`config.mk`:
```
export PLATFORM = sky130hd
export DESIGN_NAME = polar_enc_frame_ctrl
export DESIGN_NICKNAME = d
export VERILOG_FILES = /design/src/rtl/polar_enc_pkg.sv /design/src/rtl/polar_frame_serdes.sv /design/src/rtl/polar_enc_frame_ctrl.sv
export SDC_FILE = /design/constraint.sdc
export NUM_CORES = 2
export LEC_CHECK = 0
export ABC_AREA = 1
export BUFFER_PORTS_ARGS = -buffer_cell sky130_fd_sc_hd__buf_2
export CAP_MARGIN = 20
export CORE_MARGIN = 4
export CORE_UTILIZATION = 37
export DETAILED_ROUTE_END_ITERATION = 10
export PLACE_DENSITY = 0.58
export SYNTH_ARGS = -nofsm -noshare
export SYNTH_HDL_FRONTEND = slang
export SYNTH_SLANG_ARGS = --single-unit
export TNS_END_PERCENT = 10
```
`constraint.sdc`:
```
create_clock -name clk -period 3.3 [get_ports clk]
set_input_delay 0.165 -clock clk [delete_from_list [all_inputs] [get_ports clk]]
set_output_delay 0.165 -clock clk [all_outputs]
set_load 0.05 [all_outputs]
```
`src/rtl/polar_enc_pkg.sv`:
```
// Shared types and helpers for the polar encoder front-end frame controller.
package polar_enc_pkg;

    typedef enum logic [1:0] {
        COLLECT,
        LAUNCH,
        WAIT,
        DRAIN
    } state_t;

    localparam int unsigned N_DEFAULT = 256;

    // Ceiling log2, floored at 1 so single-beat counters still get one bit.
    function automatic int unsigned clog2(input int unsigned v);
        int unsigned r;
        r = 0;
        for (int unsigned i = 0; i < 32; i++) begin
            if ((64'd1 << i) < 64'(v)) r = i + 1;
        end
        return (r == 0) ? 1 : r;
    endfunction

endpackage

```
`src/rtl/polar_frame_serdes.sv`:
```
// Width-generic packer (PACK=1: narrow beats into a wide word) or unpacker
// (PACK=0: wide word parallel-loaded, read out one narrow slice per beat).
module polar_frame_serdes
    import polar_enc_pkg::*;
#(
    parameter int unsigned WIDE_W   = N_DEFAULT,
    parameter int unsigned NARROW_W = 32,
    parameter bit          PACK     = 1'b1,
    parameter int unsigned BEATS    = WIDE_W / NARROW_W,
    parameter int unsigned CW       = clog2(BEATS)
) (
    input  logic                clk,
    input  logic                rst_n,
    input  logic                step,
    input  logic                load,
    input  logic [NARROW_W-1:0] narrow_in,
    input  logic [WIDE_W-1:0]   wide_in,
    output logic [WIDE_W-1:0]   wide_out,
    output logic [NARROW_W-1:0] narrow_out,
    output logic [CW-1:0]       cnt,
    output logic                last
);

    localparam int unsigned BW = clog2(WIDE_W);

    logic [BW-1:0] base;

    assign base       = BW'(cnt) * BW'(NARROW_W);
    assign last       = (cnt == CW'(BEATS - 1));
    assign narrow_out = wide_out[base +: NARROW_W];

    always_ff @(posedge clk or negedge rst_n) begin
        if (!rst_n) begin
            wide_out <= '0;
            cnt      <= '0;
        end else begin
            if (load) begin
                wide_out <= wide_in;
            end else if (step && PACK) begin
                wide_out[base +: NARROW_W] <= narrow_in;
            end
            if (step) begin
                cnt <= last ? '0 : cnt + CW'(1);
            end
        end
    end

endmodule

```
`src/rtl/polar_enc_frame_ctrl.sv`:
```
// Polar encoder frame sequencer: packs input beats, masks frozen bits, launches
// the datapath, captures its result under a watchdog and streams it out.
module polar_enc_frame_ctrl
    import polar_enc_pkg::*;
#(
    parameter int unsigned N     = N_DEFAULT,
    parameter int unsigned IN_W  = 32,
    parameter int unsigned OUT_W = 32,
    parameter int unsigned TMO   = 15
) (
    input  logic             clk,
    input  logic             rst_n,
    input  logic             cfg_we,
    input  logic [N-1:0]     cfg_frozen,
    input  logic             err_clr,
    input  logic             s_vld,
    output logic             s_rdy,
    input  logic [IN_W-1:0]  s_data,
    output logic             dp_vld_i,
    output logic [N-1:0]     dp_din,
    input  logic             dp_vld_o,
    input  logic [N-1:0]     dp_dout,
    output logic             m_vld,
    input  logic             m_rdy,
    output logic [OUT_W-1:0] m_data,
    output logic             m_last,
    output logic             busy,
    output logic             err_tmo
);

    localparam int unsigned IBEATS = N / IN_W;
    localparam int unsigned OBEATS = N / OUT_W;
    localparam int unsigned ICW    = clog2(IBEATS);
    localparam int unsigned OCW    = clog2(OBEATS);
    localparam int unsigned TW     = clog2(TMO + 1);

    state_t          state;
    logic [N-1:0]    frozen;
    logic [N-1:0]    ibuf;
    logic [ICW-1:0]  icnt;
    logic [TW-1:0]   timer;
    logic            in_hs;
    logic            in_last;
    logic            out_hs;
    logic            out_last;
    logic            capture;
    logic            timeout;
    logic [IN_W-1:0] unused_islice;
    logic [N-1:0]    unused_obuf;
    logic [OCW-1:0]  unused_ocnt;

    assign s_rdy   = (state == COLLECT);
    assign in_hs   = s_vld && s_rdy;
    assign out_hs  = m_vld && m_rdy;
    assign capture = (state == WAIT) && dp_vld_o;
    // A result arriving on the final allowed cycle still beats the watchdog.
    assign timeout = (state == WAIT) && !dp_vld_o && (timer == TW'(TMO - 1));
    assign busy    = (state != COLLECT) || (icnt != '0);
    assign m_last  = m_vld && out_last;

    polar_frame_serdes #(
        .WIDE_W   (N),
        .NARROW_W (IN_W),
        .PACK     (1'b1)
    ) u_pack (
        .clk        (clk),
        .rst_n      (rst_n),
        .step       (in_hs),
        .load       (1'b0),
        .narrow_in  (s_data),
        .wide_in    ('0),
        .wide_out   (ibuf),
        .narrow_out (unused_islice),
        .cnt        (icnt),
        .last       (in_last)
    );

    polar_frame_serdes #(
        .WIDE_W   (N),
        .NARROW_W (OUT_W),
        .PACK     (1'b0)
    ) u_unpack (
        .clk        (clk),
        .rst_n      (rst_n),
        .step       (out_hs),
        .load       (capture),
        .narrow_in  ('0),
        .wide_in    (dp_dout),
        .wide_out   (unused_obuf),
        .narrow_out (m_data),
        .cnt        (unused_ocnt),
        .last       (out_last)
    );

    always_ff @(posedge clk or negedge rst_n) begin
        if (!rst_n) begin
            state    <= COLLECT;
            frozen   <= '0;
            dp_din   <= '0;
            dp_vld_i <= 1'b0;
            timer    <= '0;
            m_vld    <= 1'b0;
            err_tmo  <= 1'b0;
        end else begin
            dp_vld_i <= 1'b0;

            // Mask may only change between frames so a frame never sees two masks.
            if (cfg_we && (state == COLLECT) && (icnt == '0)) begin
                frozen <= cfg_frozen;
            end

            if (timeout) begin
                err_tmo <= 1'b1;
            end else if (err_clr) begin
                err_tmo <= 1'b0;
            end

            case (state)
                COLLECT: begin
                    if (in_hs && in_last) state <= LAUNCH;
                end
                LAUNCH: begin
                    dp_din   <= ibuf & ~frozen;
                    dp_vld_i <= 1'b1;
                    timer    <= '0;
                    state    <= WAIT;
                end
                WAIT: begin
                    if (dp_vld_o) begin
                        m_vld <= 1'b1;
                        state <= DRAIN;
                    end else if (timeout) begin
                        state <= COLLECT;
                    end else begin
                        timer <= timer + TW'(1);
                    end
                end
                DRAIN: begin
                    if (out_hs && out_last) begin
                        m_vld <= 1'b0;
                        state <= COLLECT;
                    end
                end
                default: state <= COLLECT;
            endcase
        end
    end

endmodule

```
Word-level counts from Yosys, hierarchy flattened
Index checks and enable logic that the tools add are counted.

storage, ports and cells
  output and inout port bits = 294
  register bits = 1039

cells by class
  add/subtract/negate cells = 4
  bitwise logic cells = 2
  equality and inequality tests = 12
  muxes and demuxes = 17
  reductions and logical operators = 22
  shift operators = 3

operator list
  cell                       number
  $and 256x256->256          1
  $bwmux 256                 1
  $not 256->256              1
  $shift 32x10->256 const A  1
  $shiftx 256x9->32          1
  $shiftx 32x10->256         1
  $logic_and 1x1->1          10
  $neg 8->10                 1
  $reduce_and 3->1           3
  $mux 2                     4
  $mux 4                     2
  $ne 2x2->1 const B         4
  $pmux 2 s4                 1
  $pmux 4 s2                 1
  $reduce_bool 2->1          4
  $add 3x1->3 const B        2
  $eq 3x3->1 const B         2
  $mux 3                     2
  $mux 1                     5
  $add 4x1->4 const B        1
  $eq 2x2->1 const B         2
  $eq 4x4->1 const B         1
  $logic_not 3->1            1
  $ne 3x3->1 const B         1
  other kinds (7)            7

Longest topological paths before layout
  depth in word-level cells = 6
  gate-level depth with buffers = 11
  gate-level depth less buffers = 9

Modules after synthesis
From an unflattened synthesis, not the netlist that was laid out.

second synthesis, totals
  cell total of the unflattened synthesis = 6336
  area, all modules = 50190.6 µm²

modules (own cells, without submodules)
  module                         sequential area each (µm²)  area an instance (µm²)  instances  cells an instance
  polar_enc_frame_ctrl           13037.5                     20942.6                 1          2233
  polar_frame_serdes (u_pack)    6481.2                      15981.6                 1          2414
  polar_frame_serdes (u_unpack)  6481.2                      13266.5                 1          1689

Worst setup path after synthesis
OpenSTA, ideal clock, no wires.

  path kind = register -> register
  start point = register u_pack.cnt[0]
  end point = register u_pack.wide_out[54]
  cell stages (with the launch flop) = 11
  arrival = 1909 ps
  path buffers = 2
  clock period less this slack = 2026 ps
  required time = 3183 ps
  path slack = 1274 ps
  cells stage by stage = dfrtp_1 > inv_1 > ha_1 > ha_1 > inv_2 > nor2_2 > nand2_1 > buf_2 > buf_2 > nand2_1 > nand2_1

between the ends
  longest elaborated chain between the ends = 3

ends and longest elaborated chain
  item                                                     RTL line                  RTL
  start: declaration                                       polar_frame_serdes.sv:20  output logic [CW-1:0] cnt,
  start signal: assignment                                 polar_frame_serdes.sv:43  cnt <= last ? '0 : cnt + CW'(1);
  $neg 8->10 *                                             polar_frame_serdes.sv:40  wide_out[base +: NARROW_W] <= narrow_in;
  $shiftx 32x10->256 or $shift 32x10->256 (tied branches)  polar_frame_serdes.sv:40
  $bwmux 256 *                                             polar_frame_serdes.sv:40
  end signal: assignment                                   polar_frame_serdes.sv:38  wide_out <= wide_in;
  end signal: indexed assignment                           polar_frame_serdes.sv:40
  end: declaration                                         polar_frame_serdes.sv:18  output logic [WIDE_W-1:0] wide_out,

Mark *: on every way between the ends. The rest lies on a longest branch, timed or not.
A chain may end at the register's enable or synchronous reset.

Final worst setup path
  start point = register u_unpack.cnt[0]
  end point = output port m_data[17]

between the ends
  longest elaborated chain between the ends = 1

ends and longest elaborated chain
  item                      RTL line                    RTL
  start: declaration        polar_frame_serdes.sv:20
  start signal: assignment  polar_frame_serdes.sv:43
  $shiftx 256x9->32         polar_frame_serdes.sv:30    assign narrow_out = wide_out[base +: NARROW_W];
  end: declaration          polar_enc_frame_ctrl.sv:25  output logic [OUT_W-1:0] m_data,

Every way passes these cells.

==> flow_metrics.tcl <==
set metrics [dict create \
    status "finished clean" \
    critPathCaptureType "output port" \
    grt_pass1_wl_um 249600 \
    die_w_um 351.5 \
    synth_nets 5644 \
    viasPerCell 4.888 \
    p_leak_uw 0.03259 \
    grt.overflow.total 0 \
    dpl_cell_area_um2 49750 \
    layout_common_cells "nand2_1 (1718), dfrtp_1 (1037), buf_2 (830)" \
    critPathRequiredTime_ns 3.13 \
    drv_slew 0 \
    final_area_um2 59360 \
    cts_max_level 3 \
    met1_usage 0.3520 \
    async_flop_share 1.000 \
    tightest_slew_ns 1.050 \
    synth_seq_cells 1039 \
    clock-skew-final_ns 0.04141 \
    die_y_um 351.5 \
    vdd_drop_max_uv 424.0 \
    drtIter0Drc 3324 \
    worstSetupPathType "register to output port" \
    post-route-min-period_ns 3.227 \
    synth-edff-count 0 \
    grt_max_degree 200 \
    synth_ff_type "dfrtp_1" \
    drive_gt1_frac 0.1756 \
    grt.total_usage 0.2694 \
    cts_buffers 113 \
    nNetsFinal 6953 \
    place_ws_ns 0.6968 \
    avgSynthCellArea_um2 8.585 \
    totalWireLength_um 170200 \
    first_pass_iters 6 \
    synthCells 5084 \
    finalSetupViolCount 0 \
    crit_fanout 39 \
    power_density_nw_per_um2 469.8 \
    setup_ws_ns 0.07292 \
    fmax_mhz 309.9 \
    drtAntennaViolNets 0 \
    cp_data_arrival_time_ns 3.06 \
    gp_congestion 0.8612 \
    grtUsageMet2 0.4408 \
    start_util 0.3741 \
    cts_buffer_depth 3 \
    worstHoldPathType "primary input to asynchronous set/reset pin" \
    antenna_found_initial 17 \
    wire_per_inst_um 21.23 \
    ff2ff_setup_slack_ns 0.82 \
    ys_seq_area_frac 0.5957 \
    rsz0062_at_grt "yes" \
    root_buffer "clkbuf_16" \
    hold_viol 0 \
    drv_cap 0 \
    cts_tree "yes" \
    grtUsageMet3 0.05498 \
    io_pins 845 \
    p_total_uw 27890 \
    clk_pin_slew_worst_paths_ns 0.06 \
    coreArea_um2 116700 \
    layout.cells.most_common "nand2_1" \
    cts.sinks 1039 \
    slew_headroom 0.3000 \
    rows 125 \
    fin_util 0.5088 \
    clk_latency_ns 0.71 \
    busiest_layer "met2" \
    synth_area_um2 43650 \
    portBuffers 844 \
    grt_pass1_vias 38800 \
    setup-tns-final_ns 0 \
    yosysWarnings 0 \
    via_count 39190 \
    hpwl_um 115600 \
    ys_types 23 \
    drc_errors 0 \
    syn_to_final_growth_pct 36.00 \
    start_kind "register" \
    dieArea_um2 123500 \
    period_share 0.9779 \
]
## worst max-delay path, cell delays in order, from the launching register on
cell	delay, ns
dfrtp_4	0.54
inv_2	0.51
buf_12	0.29
buf_12	0.23
o21ai_0	0.12
nand2_1	0.15
nand2_1	0.07
nand2_1	0.12
buf_2	0.29
## power by group
group | total (µW) | internal (µW) | switching [µW] | leakage, µW
combinational | 1570 | 754 | 816 | 0.0163
clock | 13600 | 8150 | 5430 | 0.00195
sequential | 12700 | 12700 | 0.0000000000000149 | 0.0143
## Yosys cell counts (18+ instances only)
cell	n	area (µm²)
buf_2	160	800.8
nand4_1	18	112.6
nand2_1	1719	6452
o21ai_0	413	2067
o21ai_1	308	1541
a21oi_1	32	160.2
nand3b_1	256	1922
clkbuf_1	108	405.4
buf_1	26	97.59
nand3_1	145	725.7
dfrtp_1	1039	26000
inv_1	538	2019
nor2_1	293	1100
## final cells by class
type | instances | area (µm²)
repair buffers | 1489 | 11040
fillers | 10810 | 57310
well taps | 1524 | 1907
clock inverters | 36 | 606.8
clock buffers | 167 | 3376
flip-flops and latches | 1039 | 26000
inverters | 544 | 2051
multi-input cells | 3206 | 14340
diodes | 13 | 32.53
## what timing repair did
item	in CTS	in global routing
pin swaps	0	0
gates cloned	1	0
setup endpoints to repair	1	2
hold buffers	555	0
setup buffers	0	0
gates resized for setup	1	0
endpoints found under the hold margin	846	0
## sequential cells by signal, summed over array words and instances (netlist names)
signal / flops
m_vld: 1
u_unpack.cnt: 3
dp_vld_i: 1
u_pack.wide_out: 256
state: 2
u_pack.cnt: 3
u_unpack.wide_out: 256
dp_din: 256
timer: 4
err_tmo: 1
frozen: 256
## metrics by stage
stage / hold slack, ns / cells
final: 0.003359 / 8018
after CTS: 0.004087 / 8005
after floorplan: -0.1306 / 5084
after detailed placement: 0.1802 / 7246
after global routing: 0.02720 / 8013
after global placement: 0.1750 / 7246
## worst paths after layout
path | start | to | cells after the start
min in group clk | s_vld | state[1] | 5
worst min-delay path | rst_n | u_unpack.wide_out[44] | 2
worst max-delay path | u_unpack.cnt[0] | m_data[17] | 8
worst min register to register | u_pack.wide_out[5] | u_pack.wide_out[5] | 2
worst max register to register | u_pack.cnt[0] | frozen[30] | 6
max in group asynchronous | rst_n | u_unpack.wide_out[72] | 4
## layer usage
metal | part of all wire | vias up
met1 | 0.42 | 18840
li1 | - | 18510
met3 | 0.078 | 269
met4 | 0.042 | 2
met5 | 0.000076 | -
met2 | 0.46 | 1579
## cell families (layout without fill, tap and decap cells)
| family | after synthesis | after routing | synth area share |
|---|---|---|---|
| compound gates | 753 | 753 | 0.08634 |
| xor+xnor | 1 | 1 | 0.0002007 |
| fa+ha+maj | 9 | 9 | 0.002580 |
| buf+inv | 839 | 2236 | 0.07683 |
| flops | 1039 | 1039 | 0.5957 |
| other cells | 0 | 13 | 0 |
| simple gates | 2443 | 2443 | 0.2384 |
Power figures use the tool's default switching activity.
